### config.mk
export PLATFORM = sky130hd
export DESIGN_NAME = game_outcome_tracker_flat
export DESIGN_NICKNAME = d
export VERILOG_FILES = /design/src/rtl/game_outcome_tracker_pkg.sv /design/src/rtl/game_outcome_tracker_if.sv /design/src/rtl/game_outcome_tracker_round_timer.sv /design/src/rtl/game_outcome_tracker.sv /design/src/flat_wrapper.sv
export SDC_FILE = /design/constraint.sdc
export NUM_CORES = 1
export LEC_CHECK = 0
export BUFFER_PORTS_ARGS = -buffer_cell sky130_fd_sc_hd__buf_2
export CAP_MARGIN = 10
export CORE_MARGIN = 1.5
export CORE_UTILIZATION = 55
export DETAILED_ROUTE_END_ITERATION = 10
export PLACE_DENSITY_LB_ADDON = 0.3
export SYNTH_ARGS = -nofsm -noshare
export SYNTH_HDL_FRONTEND = slang
export SYNTH_HIERARCHICAL = 1
export SYNTH_SLANG_ARGS = --single-unit
### constraint.sdc
create_clock -name clk -period 3.06 [get_ports clk]
set_input_delay 0.765 -clock clk [delete_from_list [all_inputs] [get_ports clk]]
set_output_delay 0.765 -clock clk [all_outputs]
set_load 0.005 [all_outputs]
### src/rtl/game_outcome_tracker_pkg.sv
// Encodings shared by the round tracker and the LED status stage that
// consumes its outcome code.
package game_pkg;

  typedef enum logic [1:0] {
    GS_PAUSED = 2'b00,
    GS_WIN    = 2'b01,
    GS_LOSE   = 2'b10
  } game_state_t;

  typedef enum logic [2:0] {
    IDLE   = 3'd0,
    PLAY   = 3'd1,
    PAUSED = 3'd2,
    WIN    = 3'd3,
    LOSE   = 3'd4
  } round_fsm_t;

  // IDLE, PLAY and PAUSED all report the neutral code.
  function automatic game_state_t outcome_code(input logic [2:0] st);
    case (st)
      WIN:     return GS_WIN;
      LOSE:    return GS_LOSE;
      default: return GS_PAUSED;
    endcase
  endfunction

endpackage

### src/rtl/game_outcome_tracker_if.sv
// Gameplay event pulses in, round outcome and counters out.
interface game_outcome_tracker_if #(
  parameter int WIN_HITS   = 8,
  parameter int MAX_MISSES = 3
);

  localparam int HW = $clog2(WIN_HITS + 1);
  localparam int MW = $clog2(MAX_MISSES + 1);

  logic                     start;
  logic                     pause_toggle;
  logic                     hit;
  logic                     miss;
  game_pkg::game_state_t    game_state;
  logic [HW-1:0]            hits;
  logic [MW-1:0]            misses;
  logic                     playing;

  modport master (
    output start, pause_toggle, hit, miss,
    input  game_state, hits, misses, playing
  );

  modport slave (
    input  start, pause_toggle, hit, miss,
    output game_state, hits, misses, playing
  );

endinterface

### src/rtl/game_outcome_tracker_round_timer.sv
// Counts active-play cycles and flags the cycle on which the round times out.
module round_timer #(
  parameter int TIMEOUT_CYCLES = 50_000_000
) (
  input  logic clk,
  input  logic rst,
  input  logic clear,
  input  logic enable,
  output logic expire
);

  localparam int W = $clog2(TIMEOUT_CYCLES);
  localparam logic [W-1:0] LAST = W'(TIMEOUT_CYCLES - 1);

  logic [W-1:0] count;

  // Holds at LAST rather than wrapping; the FSM leaves PLAY on expiry anyway.
  always_ff @(posedge clk or posedge rst) begin
    if (rst) begin
      count <= '0;
    end else if (clear) begin
      count <= '0;
    end else if (enable && count != LAST) begin
      count <= count + 1'b1;
    end
  end

  assign expire = enable && (count == LAST);

endmodule

### src/rtl/game_outcome_tracker.sv
// Per-game round FSM: turns start/hit/miss/pause pulses into the 2-bit
// outcome code, with hit/miss counters and an active-play timeout.
module game_outcome_tracker
  import game_pkg::*;
#(
  parameter int WIN_HITS       = 8,
  parameter int MAX_MISSES     = 3,
  parameter int TIMEOUT_CYCLES = 50_000_000
) (
  input  logic                   clk,
  input  logic                   rst,
  game_outcome_tracker_if.slave  bus
);

  localparam int HW = $clog2(WIN_HITS + 1);
  localparam int MW = $clog2(MAX_MISSES + 1);
  localparam logic [HW-1:0] HITS_MAX   = HW'(WIN_HITS);
  localparam logic [MW-1:0] MISSES_MAX = MW'(MAX_MISSES);

  localparam logic [2:0] ST_IDLE   = IDLE;
  localparam logic [2:0] ST_PLAY   = PLAY;
  localparam logic [2:0] ST_PAUSED = PAUSED;
  localparam logic [2:0] ST_WIN    = WIN;
  localparam logic [2:0] ST_LOSE   = LOSE;

  logic [2:0]    state_q, state_d;
  logic [HW-1:0] hits_q, hits_d, hits_inc;
  logic [MW-1:0] misses_q, misses_d, misses_inc;
  game_state_t   game_state_q;
  logic          playing_q;
  logic          expire;

  round_timer #(
    .TIMEOUT_CYCLES(TIMEOUT_CYCLES)
  ) u_round_timer (
    .clk    (clk),
    .rst    (rst),
    .clear  (bus.start),
    .enable ((state_q == ST_PLAY) && !bus.start),
    .expire (expire)
  );

  always_comb begin
    state_d    = state_q;
    hits_d     = hits_q;
    misses_d   = misses_q;
    hits_inc   = (bus.hit  && hits_q   != HITS_MAX)   ? hits_q + 1'b1   : hits_q;
    misses_inc = (bus.miss && misses_q != MISSES_MAX) ? misses_q + 1'b1 : misses_q;

    if (bus.start) begin
      state_d  = ST_PLAY;
      hits_d   = '0;
      misses_d = '0;
    end else begin
      case (state_q)
        ST_PLAY: begin
          hits_d = hits_inc;
          // A winning hit freezes the miss count: the simultaneous miss is dropped.
          if (hits_inc == HITS_MAX) begin
            state_d = ST_WIN;
          end else begin
            misses_d = misses_inc;
            if (misses_inc == MISSES_MAX || expire) begin
              state_d = ST_LOSE;
            end else if (bus.pause_toggle) begin
              state_d = ST_PAUSED;
            end
          end
        end
        ST_PAUSED: begin
          if (bus.pause_toggle) begin
            state_d = ST_PLAY;
          end
        end
        default: begin
          state_d = state_q;
        end
      endcase
    end
  end

  always_ff @(posedge clk or posedge rst) begin
    if (rst) begin
      state_q      <= ST_IDLE;
      hits_q       <= '0;
      misses_q     <= '0;
      game_state_q <= GS_PAUSED;
      playing_q    <= 1'b0;
    end else begin
      state_q      <= state_d;
      hits_q       <= hits_d;
      misses_q     <= misses_d;
      game_state_q <= outcome_code(state_d);
      playing_q    <= (state_d == ST_PLAY);
    end
  end

  assign bus.game_state = game_state_q;
  assign bus.hits       = hits_q;
  assign bus.misses     = misses_q;
  assign bus.playing    = playing_q;

endmodule

### src/flat_wrapper.sv
// flat-port wrapper written by rule: the top's interface ports become plain ports
module game_outcome_tracker_flat import game_pkg::*;
#(
  parameter int WIN_HITS       = 8,
  parameter int MAX_MISSES     = 3,
  parameter int TIMEOUT_CYCLES = 50_000_000
)
  (clk, rst, bus_start, bus_pause_toggle, bus_hit, bus_miss, bus_game_state, bus_hits, bus_misses, bus_playing);
  game_outcome_tracker_if #(.WIN_HITS(WIN_HITS), .MAX_MISSES(MAX_MISSES)) bus_i ();
  input  logic clk;
  input  logic rst;
  input wire logic [$bits(bus_i.start)-1:0] bus_start;
  input wire logic [$bits(bus_i.pause_toggle)-1:0] bus_pause_toggle;
  input wire logic [$bits(bus_i.hit)-1:0] bus_hit;
  input wire logic [$bits(bus_i.miss)-1:0] bus_miss;
  output wire logic [$bits(bus_i.game_state)-1:0] bus_game_state;
  output wire logic [$bits(bus_i.hits)-1:0] bus_hits;
  output wire logic [$bits(bus_i.misses)-1:0] bus_misses;
  output wire logic [$bits(bus_i.playing)-1:0] bus_playing;
  assign bus_i.start = bus_start;
  assign bus_i.pause_toggle = bus_pause_toggle;
  assign bus_i.hit = bus_hit;
  assign bus_i.miss = bus_miss;
  assign bus_game_state = bus_i.game_state;
  assign bus_hits = bus_i.hits;
  assign bus_misses = bus_i.misses;
  assign bus_playing = bus_i.playing;
  game_outcome_tracker #(.WIN_HITS(WIN_HITS), .MAX_MISSES(MAX_MISSES), .TIMEOUT_CYCLES(TIMEOUT_CYCLES)) u_core (.clk(clk), .rst(rst), .bus(bus_i));
endmodule
==> key figures <==
Clock tree
  – CTS tree: built
  – H-tree levels: 2
  – Longest Clk Path Bufs: 2
  – CTS root buf: clkbuf_8
  – Later-pin clock latency in the skew report: 0.28 ns
  – Reg clk slew, reported paths: 0.07 ns
  – Total CTS buffers: 5
  – Number of post-CTS setup repair buffers: 0
  – Cts hold-fix bufs: 0
  – Post-CTS Resized: 0
  – Clock Sinks: 38

Logic synthesis
  – Ys flop type: dfrtp_1
  – Seq/Total Area, Yosys: 0.4328
  – Number of synthesized flops with an enable pin: 0
  – Post-synthesis register bit count: 38
  – Asr flop ratio synth: 1.000
  – Syn Nets: 247
  – Synth Warn #: 6
  – Synthesized cell area: 0.002197 mm^2
  – Avg Cell Area, Syn: 9.270 um^2
  – Synth cell types: 55
  – Cell count after synthesis: 237

Timing
  – Final Setup Violations: 0
  – Slew @ Worst Pin: about 0.76 ns
  – Minimum clock period: ~2.5 ns
  – RSZ-0062 raised after global routing: false
  – TNS Setup: 0 ns
  – Fin Clk Skew: about 0.0054 ns
  – Hold Fails Final Rpt: 0
  – Fmax: about 390 MHz
  – Max-slew violations: 0
  – Post-route clock period utilization: 0.8323
  – Slew headroom: 0.4874

Worst setup path
  – CP max stage cell: or4b_1
  – R2R depth: 7
  – Crit path kind: reg2reg
  – Startpoint class of the critical path: flop
  – Crit path to: u_core/state_q[0]
  – Max incr delay on CP: approximately 0.54 ns
  – Req. time, crit path: approximately 3.2 ns
  – R2R setup slack: 0.51 ns
  – Crit-path max FO: 5
  – Worst flop-to-flop path startpoint: u_core/u_round_timer/count[10]
  – WP data arrival: approximately 2.7 ns
  – Worst-path cell chain: or4b_1 > or4_4 > nor3_1 > a311oi_1 > a211oi_1 > o21bai_1 > a21o_2
  – Crit Reg-Reg Endpoint: u_core/state_q[0]
  – Crit path capture type: flop
  – Crit path from: u_core/u_round_timer/count[10]

Cells and area
  – Number of diodes: 0
  – Most frequent cells in the layout: 38 x dfrtp_1, 30 x nor2_1, 15 x nand3_1, 14 x buf_2
  – Layout overhead on the synthesized area: 9.397%
  – Final net count: around 260
  – Share of cells above drive strength 1: 0.1608
  – Final core utilization: 0.6420
  – Post-Layout Cell Count: 303
  – Commonest non-fill, non-tap cell in the layout: dfrtp_1

Run
  – Max_cap viols: 0

Place
  – PortBufs: 14
  – Post-DP HPWL: roughly 3.1 mm
  – Dpl cells: 295
  – Gp weighted congestion: ~0.86

Power
  – Pleak: 0.001050 uW
  – Pwr per Cell Area: 465.7 mW/mm^2
  – Max VDD drop: 265.0 uV

Route
  – Via density: 6.030
  – Starting DRT DRC Count: 144
  – Routed WL per cell: about 15 um
  – Wirelength, routed: 4.451 mm
  – Initial DRT Pass Iterations: 4
  – DRT antenna net count: 0
  – Via count: approximately 1800
  – Residual DRC count: 0

Floorplan
  – Die Ht: 66.21 um
  – Std-Cell Rows: 22
  – Die ar.: 0.004383 mm^2
  – I/O pins: 15
  – Area of the core: 0.003744 mm^2
  – Initial Util: 0.5869
  – Die width: about 66 um

Min path
  – Hold Crit Class: in2async

GRT
  – Initial antenna violation count: 0
  – GR Util met1: 0.3156
  – Most used routing layer: met2
  – Largest net degree at the start of global routing: 43
  – GRT met2 Usage: 0.3625
  – Global routing usage on met3: 0.04429
  – Vias in the first global route: 1757
  – Tot GR Track Use: 0.2330
  – First-pass GRT wire length: between 7 and 8 mm
  – Total grt overflow: 0

Outcome
  – Status: finished, final reports clean
==> cells by family (layout without fill, tap and decap cells) <==
| group | Yosys count | in the layout | synth area share |
|---|---|---|---|
| compound gates | 44 | 44 | 0.1327 |
| xor+xnor | 15 | 15 | 0.05979 |
| fa+ha+maj | 4 | 4 | 0.02278 |
| buf+inv | 15 | 33 | 0.03417 |
| flops | 38 | 38 | 0.4328 |
| mux | 5 | 5 | 0.02734 |
| simple gates | 116 | 116 | 0.2904 |
==> sequential cells by signal, summed over array words and instances (netlist names) <==
name and count:
u_core/bus.misses 2, u_core/u_round_timer/count 26, u_core/bus.hits 4, u_core/bus.playing 1
u_core/bus.game_state 2, u_core/state_q 3
==> report_power, final <==
part	internal, uW	leakage (uW)	switching (uW)
registers	529	0.000519	30.8
logic	89.8	0.000483	125
clock network	182	0.0000482	163
total	801	0.00105	319
==> final cells by class <==
class | count | area, um^2
tap | 48 | 60.06
fill | 330 | 1340
inverter | 6 | 22.52
multi-input combinational | 184 | 1171
clock buffer | 7 | 86.33
sequential | 38 | 950.9
clock inverter | 1 | 5.005
timing repair buffer | 19 | 107.6
==> worst max-delay path: cells and delay by family, from the launching register on <==
kind / cells / cell delay (ns)
AOI/OAI and AO/OA: 4 / 0.76
DFF: 1 / 0.41
and+or+nand+nor: 3 / 1.26
==> per-layer routing <==
layer  vias to the layer above  wire (um)
li1                        887          -
met1                       891       1993
met2                        38       2217
met3                        11        157
met4                         0         82
met5                         -          0
==> cells in the mapped netlist, types with 2 or more instances <==
| cell | count | area (um^2) |
|---|---|---|
| xor2_1 | 11 | 96.34 |
| nand2_1 | 13 | 48.80 |
| ha_1 | 4 | 50.05 |
| o21ai_1 | 5 | 25.02 |
| nor4_1 | 3 | 18.77 |
| mux2_4 | 2 | 30.03 |
| or4_1 | 4 | 30.03 |
| inv_1 | 6 | 22.52 |
| xnor2_1 | 4 | 35.03 |
| nor2b_1 | 5 | 31.28 |
| or3_1 | 7 | 43.79 |
| a22oi_1 | 2 | 15.01 |
| nand4_1 | 8 | 50.05 |
| nor3_1 | 7 | 35.03 |
| and3_1 | 3 | 18.77 |
| a21oi_1 | 13 | 65.06 |
| or2_2 | 2 | 12.51 |
| clkbuf_1 | 7 | 26.28 |
| dfrtp_1 | 38 | 950.9 |
| nand3_1 | 15 | 75.07 |
| mux2i_1 | 3 | 30.03 |
| o211ai_1 | 2 | 15.01 |
| nor2_1 | 30 | 112.6 |
| nand2b_1 | 7 | 43.79 |
| o21ai_0 | 6 | 30.03 |
==> worst min-delay path by stage <==
stage / startpoint / endpoint / slack [ns]
global route: rst / u_core/bus.game_state[1] / 0.54
detailed placement: u_core/u_round_timer/count[22] / u_core/u_round_timer/count[22] / 0.54
global placement: u_core/u_round_timer/count[25] / u_core/u_round_timer/count[25] / 0.52
CTS: rst / u_core/bus.game_state[1] / 0.52
floorplan: u_core/u_round_timer/count[25] / u_core/u_round_timer/count[25] / 0.50
finish: rst / u_core/bus.game_state[1] / 0.50
==> through the flow <==
step                      hold slack, ns  setup slack [ns]  area [um^2]  power (uW)
final                             0.5026            0.5131         2404        1119
after global placement            0.5165            0.6075         2312       774.5
after global routing              0.5391            0.3172         2404        1187
after floorplan                   0.4980            0.6426         2197       727.3
after CTS                         0.5192            0.4867         2404        1130
after detailed placement          0.5386            0.5299         2312       782.2
Power figures use the tool's default switching activity.
